--- config.mk ---
export PLATFORM = sky130hd
export DESIGN_NAME = psg_write_arbiter
export DESIGN_NICKNAME = d
export VERILOG_FILES = /design/src/rtl/psg_write_arbiter.sv
export SDC_FILE = /design/constraint.sdc
export NUM_CORES = 1
export LEC_CHECK = 0
export ABC_AREA = 1
export BUFFER_PORTS_ARGS = -buffer_cell sky130_fd_sc_hd__buf_4
export CORE_ASPECT_RATIO = 1.25
export CORE_MARGIN = 4
export CORE_UTILIZATION = 60
export CTS_BUF_LIST = sky130_fd_sc_hd__clkbuf_4
export CTS_CLUSTER_SIZE = 25
export DETAILED_ROUTE_END_ITERATION = 8
export GPL_TIMING_DRIVEN = 0
export PLACE_DENSITY_LB_ADDON = 0.08
export SLEW_MARGIN = 0
export SYNTH_ARGS = -nofsm -noshare
export SYNTH_HDL_FRONTEND = slang
export SYNTH_SLANG_ARGS = --single-unit
--- constraint.sdc ---
create_clock -name clk -period 2.5 [get_ports clk]
set_input_delay 0.125 -clock clk [delete_from_list [all_inputs] [get_ports clk]]
set_output_delay 0.125 -clock clk [all_outputs]
set_load 0.02 [all_outputs]
--- src/rtl/psg_write_arbiter.sv ---
// Shares the PSG register write port between host CPU (A) and sequencer (B),
// paces addr/data/wr_n cycles, runs a mute sequence and keeps a readable shadow.
module psg_write_arbiter #(
   parameter int         WR_LOW_CYCLES = 2,
   parameter int         WR_GAP_CYCLES = 4,
   parameter logic [7:0] MUTE_MIXER    = 8'h3F
) (
   input  logic       clk,
   input  logic       reset,
   input  logic       a_valid,
   output logic       a_ready,
   input  logic [3:0] a_addr,
   input  logic [7:0] a_data,
   input  logic       b_valid,
   output logic       b_ready,
   input  logic [3:0] b_addr,
   input  logic [7:0] b_data,
   input  logic       mute_req,
   output logic       mute_busy,
   output logic       busy,
   input  logic [3:0] rd_addr,
   output logic [7:0] rd_data,
   output logic [3:0] psg_addr,
   output logic [7:0] psg_data,
   output logic       psg_wr_n
);

   typedef enum logic [1:0] {IDLE, SETUP, STROBE, GAP} state_t;

   localparam logic [3:0] LOW_LAST = 4'(WR_LOW_CYCLES - 1);
   localparam logic [3:0] GAP_LAST = 4'((WR_GAP_CYCLES == 0) ? 0 : WR_GAP_CYCLES - 1);

   state_t     state, state_nx;
   logic [3:0] cnt, cnt_nx;
   logic       last_grant_b;
   logic       mute_pending;
   logic [1:0] mute_idx;
   logic       mute_last;
   logic       grant_a, grant_b, issue_mute, done;
   logic [3:0] wr_addr_nx;
   logic [7:0] wr_data_nx;
   logic [7:0] shadow [16];

   assign a_ready = grant_a & reset;
   assign b_ready = grant_b & reset;
   assign busy    = (state != IDLE) | mute_pending | mute_busy;

   always_comb begin
      state_nx   = state;
      cnt_nx     = cnt;
      grant_a    = 1'b0;
      grant_b    = 1'b0;
      issue_mute = 1'b0;
      done       = 1'b0;
      wr_addr_nx = psg_addr;
      wr_data_nx = psg_data;
      case (state)
         IDLE: begin
            // mute_busy also covers mute_pending, so ports stay blocked for the whole sequence
            if (mute_busy) begin
               issue_mute = 1'b1;
               wr_addr_nx = 4'd7 + {2'b00, mute_idx};
               wr_data_nx = (mute_idx == 2'd0) ? MUTE_MIXER : 8'h00;
               state_nx   = SETUP;
            end else if (a_valid && (!b_valid || last_grant_b)) begin
               grant_a    = 1'b1;
               wr_addr_nx = a_addr;
               wr_data_nx = a_data;
               state_nx   = SETUP;
            end else if (b_valid) begin
               grant_b    = 1'b1;
               wr_addr_nx = b_addr;
               wr_data_nx = b_data;
               state_nx   = SETUP;
            end
         end
         SETUP: begin
            state_nx = STROBE;
            cnt_nx   = 4'd0;
         end
         STROBE: begin
            if (cnt == LOW_LAST) begin
               cnt_nx = 4'd0;
               if (WR_GAP_CYCLES == 0) begin
                  state_nx = IDLE;
                  done     = 1'b1;
               end else begin
                  state_nx = GAP;
               end
            end else begin
               cnt_nx = cnt + 4'd1;
            end
         end
         GAP: begin
            if (cnt == GAP_LAST) begin
               state_nx = IDLE;
               done     = 1'b1;
            end else begin
               cnt_nx = cnt + 4'd1;
            end
         end
         default: state_nx = IDLE;
      endcase
   end

   always_ff @(posedge clk or negedge reset) begin
      if (!reset) begin
         state        <= IDLE;
         cnt          <= 4'd0;
         last_grant_b <= 1'b1;
         mute_pending <= 1'b0;
         mute_busy    <= 1'b0;
         mute_idx     <= 2'd0;
         mute_last    <= 1'b0;
         psg_addr     <= 4'd0;
         psg_data     <= 8'h00;
         psg_wr_n     <= 1'b1;
      end else begin
         state    <= state_nx;
         cnt      <= cnt_nx;
         psg_addr <= wr_addr_nx;
         psg_data <= wr_data_nx;
         psg_wr_n <= (state_nx != STROBE);
         if (grant_a)
            last_grant_b <= 1'b0;
         else if (grant_b)
            last_grant_b <= 1'b1;
         if (issue_mute) begin
            mute_pending <= 1'b0;
            mute_idx     <= mute_idx + 2'd1;
            mute_last    <= (mute_idx == 2'd3);
         end
         if (mute_req && !mute_busy) begin
            mute_pending <= 1'b1;
            mute_busy    <= 1'b1;
         end else if (done && mute_last) begin
            mute_busy <= 1'b0;
            mute_last <= 1'b0;
         end
      end
   end

   // Shadow captures on the first STROBE cycle; a same-cycle read returns the old value.
   always_ff @(posedge clk or negedge reset) begin
      if (!reset) begin
         for (int i = 0; i < 16; i++) shadow[i] <= 8'h00;
         rd_data <= 8'h00;
      end else begin
         rd_data <= shadow[rd_addr];
         if (state == STROBE && cnt == 4'd0)
            shadow[psg_addr] <= psg_data;
      end
   end

endmodule

==> flow_metrics.env, run 1 <==
export IMPL_clock_fmax_mhz=448
export IMPL_syn_nets=1079
export IMPL_placed_area_sq_um=8510
export IMPL_finalCritPeriodShare=0.892
export IMPL_fin_nets=1184
export IMPL_cts_root_buf="clkbuf_4"
export IMPL_power_leakage_nw=4.57
export IMPL_cts_tree="yes"
export IMPL_netlist_top_cells_count="nand2_1 (357), dfrtp_1 (159), inv_1 (150), o21ai_1 (112), nand3_1 (110)"
export IMPL_synth_adder_area_share=0.00796
export IMPL_finalInstanceArea_sq_um=9110
export IMPL_yosysSeqAreaShare=0.513
export IMPL_worstMarginPinSlew_ns=0.821
export IMPL_die_x_um=110
export IMPL_rows=46
export IMPL_postSynthAreaPerCell_sq_um=7.55
export IMPL_syn2layout_area_growth_pct=16.0
export IMPL_gp_congestion=0.926
export IMPL_ys_top_cells_by_area="dfrtp_1 (51%), nand2_1 (17%), inv_1 (7.2%)"
export IMPL_overflow=0
export IMPL_synth_top_area_share=0.506
export IMPL_worstPathRequired_ns=2.38
export IMPL_grt_pass1_vias=6671
export IMPL_fin_ws_ns=0.270
export IMPL_pwr_density_cell_nw_per_um2=1030
export IMPL_reg2reg_depth=9
export IMPL_ioPinCount=58
export IMPL_path_class="flop to output pin"
export IMPL_final_util=0.713
export IMPL_antenna_found_initial=1
export IMPL_synth_cells=1041
export IMPL_ys_ff_latch=161
export IMPL_htree_levels=4
export IMPL_synthMostInstantiatedCell="nand2_1"
export IMPL_die_area_sq_um=15000
export IMPL_status="finished, final reports clean"
export IMPL_ctsResizeCount=0
export IMPL_setup_worst_path_end_class="output pin"
export IMPL_synth_distinct_cells=26
export IMPL_grt_util_all_layers=0.298
export IMPL_initial_core_util=0.615
export IMPL_drc_errors=0
export IMPL_rrSetupSlack_ns=0.29
export IMPL_postRouteAntennaNets=0
export IMPL_place_ws_ns=0.717
export IMPL_r2r_start="last_grant_b$_DFFE_PN1P_"
export IMPL_grt_setup_unrepaired="false"
export IMPL_dr_pass1_iters=5
export IMPL_cap_viol_max_count=0
export IMPL_postCtsSetupBuffers=0
export IMPL_yosysWarnings=0
export IMPL_syn_cell_area_sq_um=7860
export IMPL_synth_edf_count=0
export IMPL_drive_gt1_frac=0.116
export IMPL_drt_vias_per_instance=5.29
export IMPL_setup_violations_final=0
export IMPL_numCtsBuffers=17
export IMPL_wl_per_cell_um=15.7
export IMPL_port_buffers=54
export IMPL_synthMuxAreaShare=0
export IMPL_clk_latency_ns=0.58
export IMPL_hold_viol=0
export IMPL_cts_num_sinks=161
export IMPL_relSlewSlack=0.453
export IMPL_synth_top_family_by_area="simple AND/OR/NAND/NOR gates"
export IMPL_drv_slew=0
export IMPL_max_vdd_ir_drop_v=0.000883
export IMPL_grt_pass1_wl_mm=33.9
export IMPL_crit_fanout=10
export IMPL_hold_path_class="input pin to async pin"
export IMPL_r2r_end="psg_data[1]$_DFFE_PN0P_"
export IMPL_die_h_um=136
export IMPL_fill_cells=1097
export IMPL_routed_wl_mm=20.9
export IMPL_async_flop_share=1.00
export IMPL_synth_xor_area_frac=0.00334
export IMPL_critPathArrivalTime_ns=2.11
export IMPL_synth_top_flop_cell="dfrtp_1"
export IMPL_place_hpwl_mm=14.4
export IMPL_clock_path_buffers=2
export IMPL_drtIter0Drc=641
export IMPL_grt_max_degree=117
export IMPL_fin_skew_ns=0.0228
export IMPL_core_area_sq_um=12800
export IMPL_synth_compound_area_frac=0.0974
export IMPL_min_period_ns=2.23
export IMPL_yosys_area_top_type="dfrtp_1"
export IMPL_path_clk_slew_ns=0.13
export IMPL_critPathLaunchType="flop"
export IMPL_vias=7020
export IMPL_synth_simple_gate_area_frac=0.277
worst max-delay path: stages, from the launching register on:
cell and delay [ns]:
dfstp_2 0.54, inv_1 0.05, nand2_1 0.05, nand2_1 0.14, clkbuf_1 0.26, nor4_1 0.27
buf_4 0.21
through the flow:
step / std cells / hold WS (ns) / setup TNS [ns] / total power, mW
after floorplan: 1041 / -0.171 / 0 / 6.60
after global placement: 1263 / 0.381 / -0.0194 / 7.67
after detailed placement: 1264 / 0.0412 / 0 / 7.80
after CTS: 1326 / 0.0179 / 0 / 9.42
after global routing: 1328 / 0.0345 / 0 / 10.2
final: 1328 / 0.0232 / 0 / 9.43
where the power goes:
part	switching (mW)	internal, mW
clock	0.928	0.596
sequential	0.640	3.65
combinational	2.32	1.30
registers in the layout, summed over array words and instances, names as in the netlist:
signal and cells:
psg_data 8, state 2, last_grant_b 1, psg_wr_n 1, mute_last 1, mute_idx 2
mute_pending 1, rd_data 8, shadow 128, mute_busy 1, psg_addr 4, cnt 4
how the worst max path moves through the flow:
| stage | start | to | slack (ns) | cells after the start |
|---|---|---|---|---|
| global route | last_grant_b$_DFFE_PN1P_ | a_ready | 0.12 | 6 |
| CTS | reset | a_ready | 0.1 | 6 |
| detailed placement | reset | a_ready | 0.72 | 5 |
| finish | last_grant_b$_DFFE_PN1P_ | a_ready | 0.27 | 6 |
| floorplan | last_grant_b$_DFFE_PN1P_ | a_ready | 0.85 | 5 |
| global placement | reset | a_ready | -0.02 | 4 |
cell usage in the layout (no fill, tap or decap), types with 20 or more instances in the layout:
cell and instances:
o21ai_1 112, o21ai_0 28, nand2_1 357, dfrtp_1 159
buf_4 55, clkbuf_1 29, inv_1 150, nand3_1 110
dlygate4sd3_1 30, nor2_1 20
layout make-up:
class | count | area, sq um | area share
Inverter | 154 | 578 | 0.0634
Clock inverter | 14 | 141 | 0.0155
Antenna cell | 1 | 2.50 | 0.000275
Tap cell | 168 | 210 | 0.0231
Multi-Input combinational cell | 675 | 3030 | 0.333
Timing Repair Buffer | 86 | 766 | 0.0840
Clock buffer | 18 | 135 | 0.0148
Buffer | 51 | 218 | 0.0239
Sequential cell | 161 | 4030 | 0.442
logic make-up (layout without fill, tap and decap cells):
| family | count (synthesis) | after routing |
|---|---|---|
| simple gates | 515 | 515 |
| buf+inv | 205 | 323 |
| flops | 161 | 161 |
| compound gates | 152 | 152 |
| fa+ha+maj | 5 | 5 |
| xor+xnor | 3 | 3 |
| other cells | 0 | 1 |
timing repair:
item                                    in CTS  in global routing
hold endpoints to repair                   183                  0
endpoints found under the setup margin       0                  1
hold buffers                                30                  0
per-layer routing:
| layer | wire [um] | part of all wire | GRT usage |
|---|---|---|---|
| met5 | 0 | 0 | 0 |
| met4 | 907 | 0.043 | 0.137 |
| met3 | 1430 | 0.068 | 0.0561 |
| met2 | 9830 | 0.47 | 0.471 |
| met1 | 8740 | 0.42 | 0.399 |
No activity file was read; power rests on OpenSTA's default activity.
==> run 2: changes to the inputs <==
--- a/config.mk
+++ b/config.mk
@@ -8,7 +8,7 @@
 export ABC_AREA = 1
 export BUFFER_PORTS_ARGS = -buffer_cell sky130_fd_sc_hd__buf_4
 export CORE_ASPECT_RATIO = 1.25
-export CORE_MARGIN = 4
+export CORE_MARGIN = 5
 export CORE_UTILIZATION = 60
 export CTS_BUF_LIST = sky130_fd_sc_hd__clkbuf_4
 export CTS_CLUSTER_SIZE = 25
==> constraint.sdc (replaced) <==
create_clock -name clk -period 2.21 [get_ports clk]
set_input_delay 0.1105 -clock clk [delete_from_list [all_inputs] [get_ports clk]]
set_output_delay 0.1105 -clock clk [all_outputs]
set_load 0.02 [all_outputs]
==> run 2 against run 1 <==
  * The run now ends with hold timing left
  * Register-to-register slack worse by 0.12 ns
  * Wire length is 2.3% higher
  * Clock skew is 0.0051 ns lower
  * Utilization is 1.4 points higher
==> flow_metrics.env, run 2 (synthesis gave the netlist of run 1 again) <==
export IMPL_overflow=0
export IMPL_die_h_um=138
export IMPL_power_leakage_nw=4.66
export IMPL_clock_fmax_mhz=474
export IMPL_power_mw=11.1
export IMPL_pwr_density_cell_nw_per_um2=1190
export IMPL_drtIter0Drc=845
export IMPL_path_clk_slew_ns=0.13
export IMPL_grt_pass1_vias=6674
export IMPL_cts_num_sinks=161
export IMPL_critPathLaunchType="flop"
export IMPL_htree_levels=4
export IMPL_max_vdd_ir_drop_v=0.000802
export IMPL_cp_slowest_stage_delay_ns=0.54
export IMPL_wl_met1_mm=8.83
export IMPL_gp_congestion=0.890
export IMPL_syn2layout_area_growth_pct=18.2
export IMPL_wl_per_cell_um=16.1
export IMPL_clock_path_buffers=2
export IMPL_setup_worst_path_end_class="output pin"
export IMPL_postRouteAntennaNets=0
export IMPL_core_area_sq_um=12800
export IMPL_seqCellArea_sq_um=4030
export IMPL_grt_pass1_wl_mm=35.0
export IMPL_drive_gt1_frac=0.120
export IMPL_critPathArrivalTime_ns=2.00
export IMPL_highest_layer="met4"
export IMPL_crit_family="flip-flops"
export IMPL_largest_reg_flops=128
export IMPL_cap_viol_max_count=0
export IMPL_path_class="flop to output pin"
export IMPL_fin_skew_ns=0.0176
export IMPL_die_area_sq_um=15500
export IMPL_ioPinCount=58
export IMPL_hold_ws_ns=-0.160
export IMPL_setup_violations_final=0
export IMPL_cts_tree="yes"
export IMPL_clk_latency_ns=0.59
export IMPL_status="complete, but fails checks"
export IMPL_postCtsSetupBuffers=0
export IMPL_fin_nets=1187
export IMPL_dr_wl_met3_mm=1.75
export IMPL_worstPathRequired_ns=2.10
export IMPL_initial_core_util=0.615
export IMPL_mostFrequentLayoutCells="nand2_1 (357), dfrtp_1 (159), inv_1 (150)"
export IMPL_met2_length_mm=10.0
export IMPL_finalCritPeriodShare=0.955
export IMPL_grt_max_degree=110
export IMPL_cpMostUsedCell="nand2_1"
export IMPL_final_common_cell="nand2_1"
export IMPL_relSlewSlack=0.463
export IMPL_crit_fanout=10
export IMPL_worstMarginPinSlew_ns=0.806
export IMPL_min_period_ns=2.11
export IMPL_critPathBufInv=3
export IMPL_largest_register="shadow"
export IMPL_drc_errors=0
export IMPL_place_hpwl_mm=14.5
export IMPL_routed_wl_mm=21.4
export IMPL_largestRegisters="shadow (128), psg_data (8), rd_data (8)"
export IMPL_dr_pass1_iters=6
export IMPL_hold_viol=106
export IMPL_die_x_um=112
export IMPL_cp_slowest_cell="dfstp_2"
export IMPL_drt_vias_per_instance=5.38
export IMPL_numCtsBuffers=17
export IMPL_vias=7161
export IMPL_ctsHoldBuffers=35
export IMPL_rows=46
export IMPL_failed_checks="hold timing"
export IMPL_fill_cells=1075
export IMPL_antenna_found_initial=1
export IMPL_drv_slew=0
export IMPL_crit_chain="inv_1, nand2_1, nand2_1, buf_2, nor4_2, buf_4"
export IMPL_multi_input_comb_area_sq_um=3040
export IMPL_port_buffers=54
export IMPL_grt_setup_unrepaired="false"
export IMPL_hold_path_class="input pin to async pin"
export IMPL_cts_root_buf="clkbuf_4"
export IMPL_grt_util_all_layers=0.291
run 2: cell count changes in the layout (fill, tap and decap cells not counted), sizes merged:
cell | previous run | this run
inv | 154 | 153
clkbuf | 48 | 46
clkinv | 6 | 7
clkinvlp | 6 | 2
bufinv | 2 | 5
buf | 77 | 83
run 2: metal layers:
metal | up-vias | GRT usage
li1 | 3461 | -
met3 | 72 | 0.0576
met1 | 3284 | 0.383
met4 | 0 | 0.126
met5 | - | 0
met2 | 344 | 0.475
run 2: what timing repair did:
item                                    CTS  global route
endpoints found under the setup margin    0            12
resized for setup                         0             4
endpoints found under the hold margin   185           106
run 2: area by class of cell:
class,instances,share of cell area
tap,168,0.0226
inverter,154,0.0622
clock buffer,19,0.0154
buffer,50,0.0232
antenna,1,0.000269
multi-input combinational,675,0.327
clock inverter,13,0.0206
sequential,161,0.434
timing repair buffer,90,0.0946
run 2: metrics by stage:
stage	setup TNS (ns)	utilization	setup slack, ns	std cells	area, sq um
finish	0	0.727	0.100	1331	9290
global route	0	0.727	0.00663	1331	9290
detailed placement	0	0.666	0.491	1264	8510
global placement	-0.354	0.663	-0.277	1263	8470
floorplan	0	-	0.577	1041	7860
CTS	0	0.726	0.0335	1331	9280
run 2: worst paths after layout:
| check | cells past startpoint | slack, ns | endpoint | from |
|---|---|---|---|---|
| setup / recovery | 6 | 0.10 | a_ready | last_grant_b$_DFFE_PN1P_ |
| hold / removal | 5 | -0.16 | shadow[124]$_DFFE_PN0P_ | reset |
| setup reg to reg | 8 | 0.17 | psg_addr[2]$_DFFE_PN0P_ | last_grant_b$_DFFE_PN1P_ |
| hold reg to reg | 2 | 0.50 | shadow[92]$_DFFE_PN0P_ | shadow[92]$_DFFE_PN0P_ |
| max in group asynchronous | 7 | 1.47 | shadow[34]$_DFFE_PN0P_ | reset |
| min in group clk | 8 | 0.10 | rd_data[1]$_DFF_PN0_ | rd_addr[0] |
run 2: power breakdown:
group	switching [mW]	leakage (nW)	internal, mW	total [mW]
Combinational	2.68	2.38	1.48	4.16
Clock	1.03	0.175	1.02	2.04
Sequential	0.725	2.11	4.13	4.85
Total	4.43	4.66	6.63	11.1
run 2: tightest hold or removal path, stage by stage:
cell and delay, ns:
buf_8 0.08, buf_16 0.09, buf_16 0.09, buf_16 0.11, buf_16 0.38
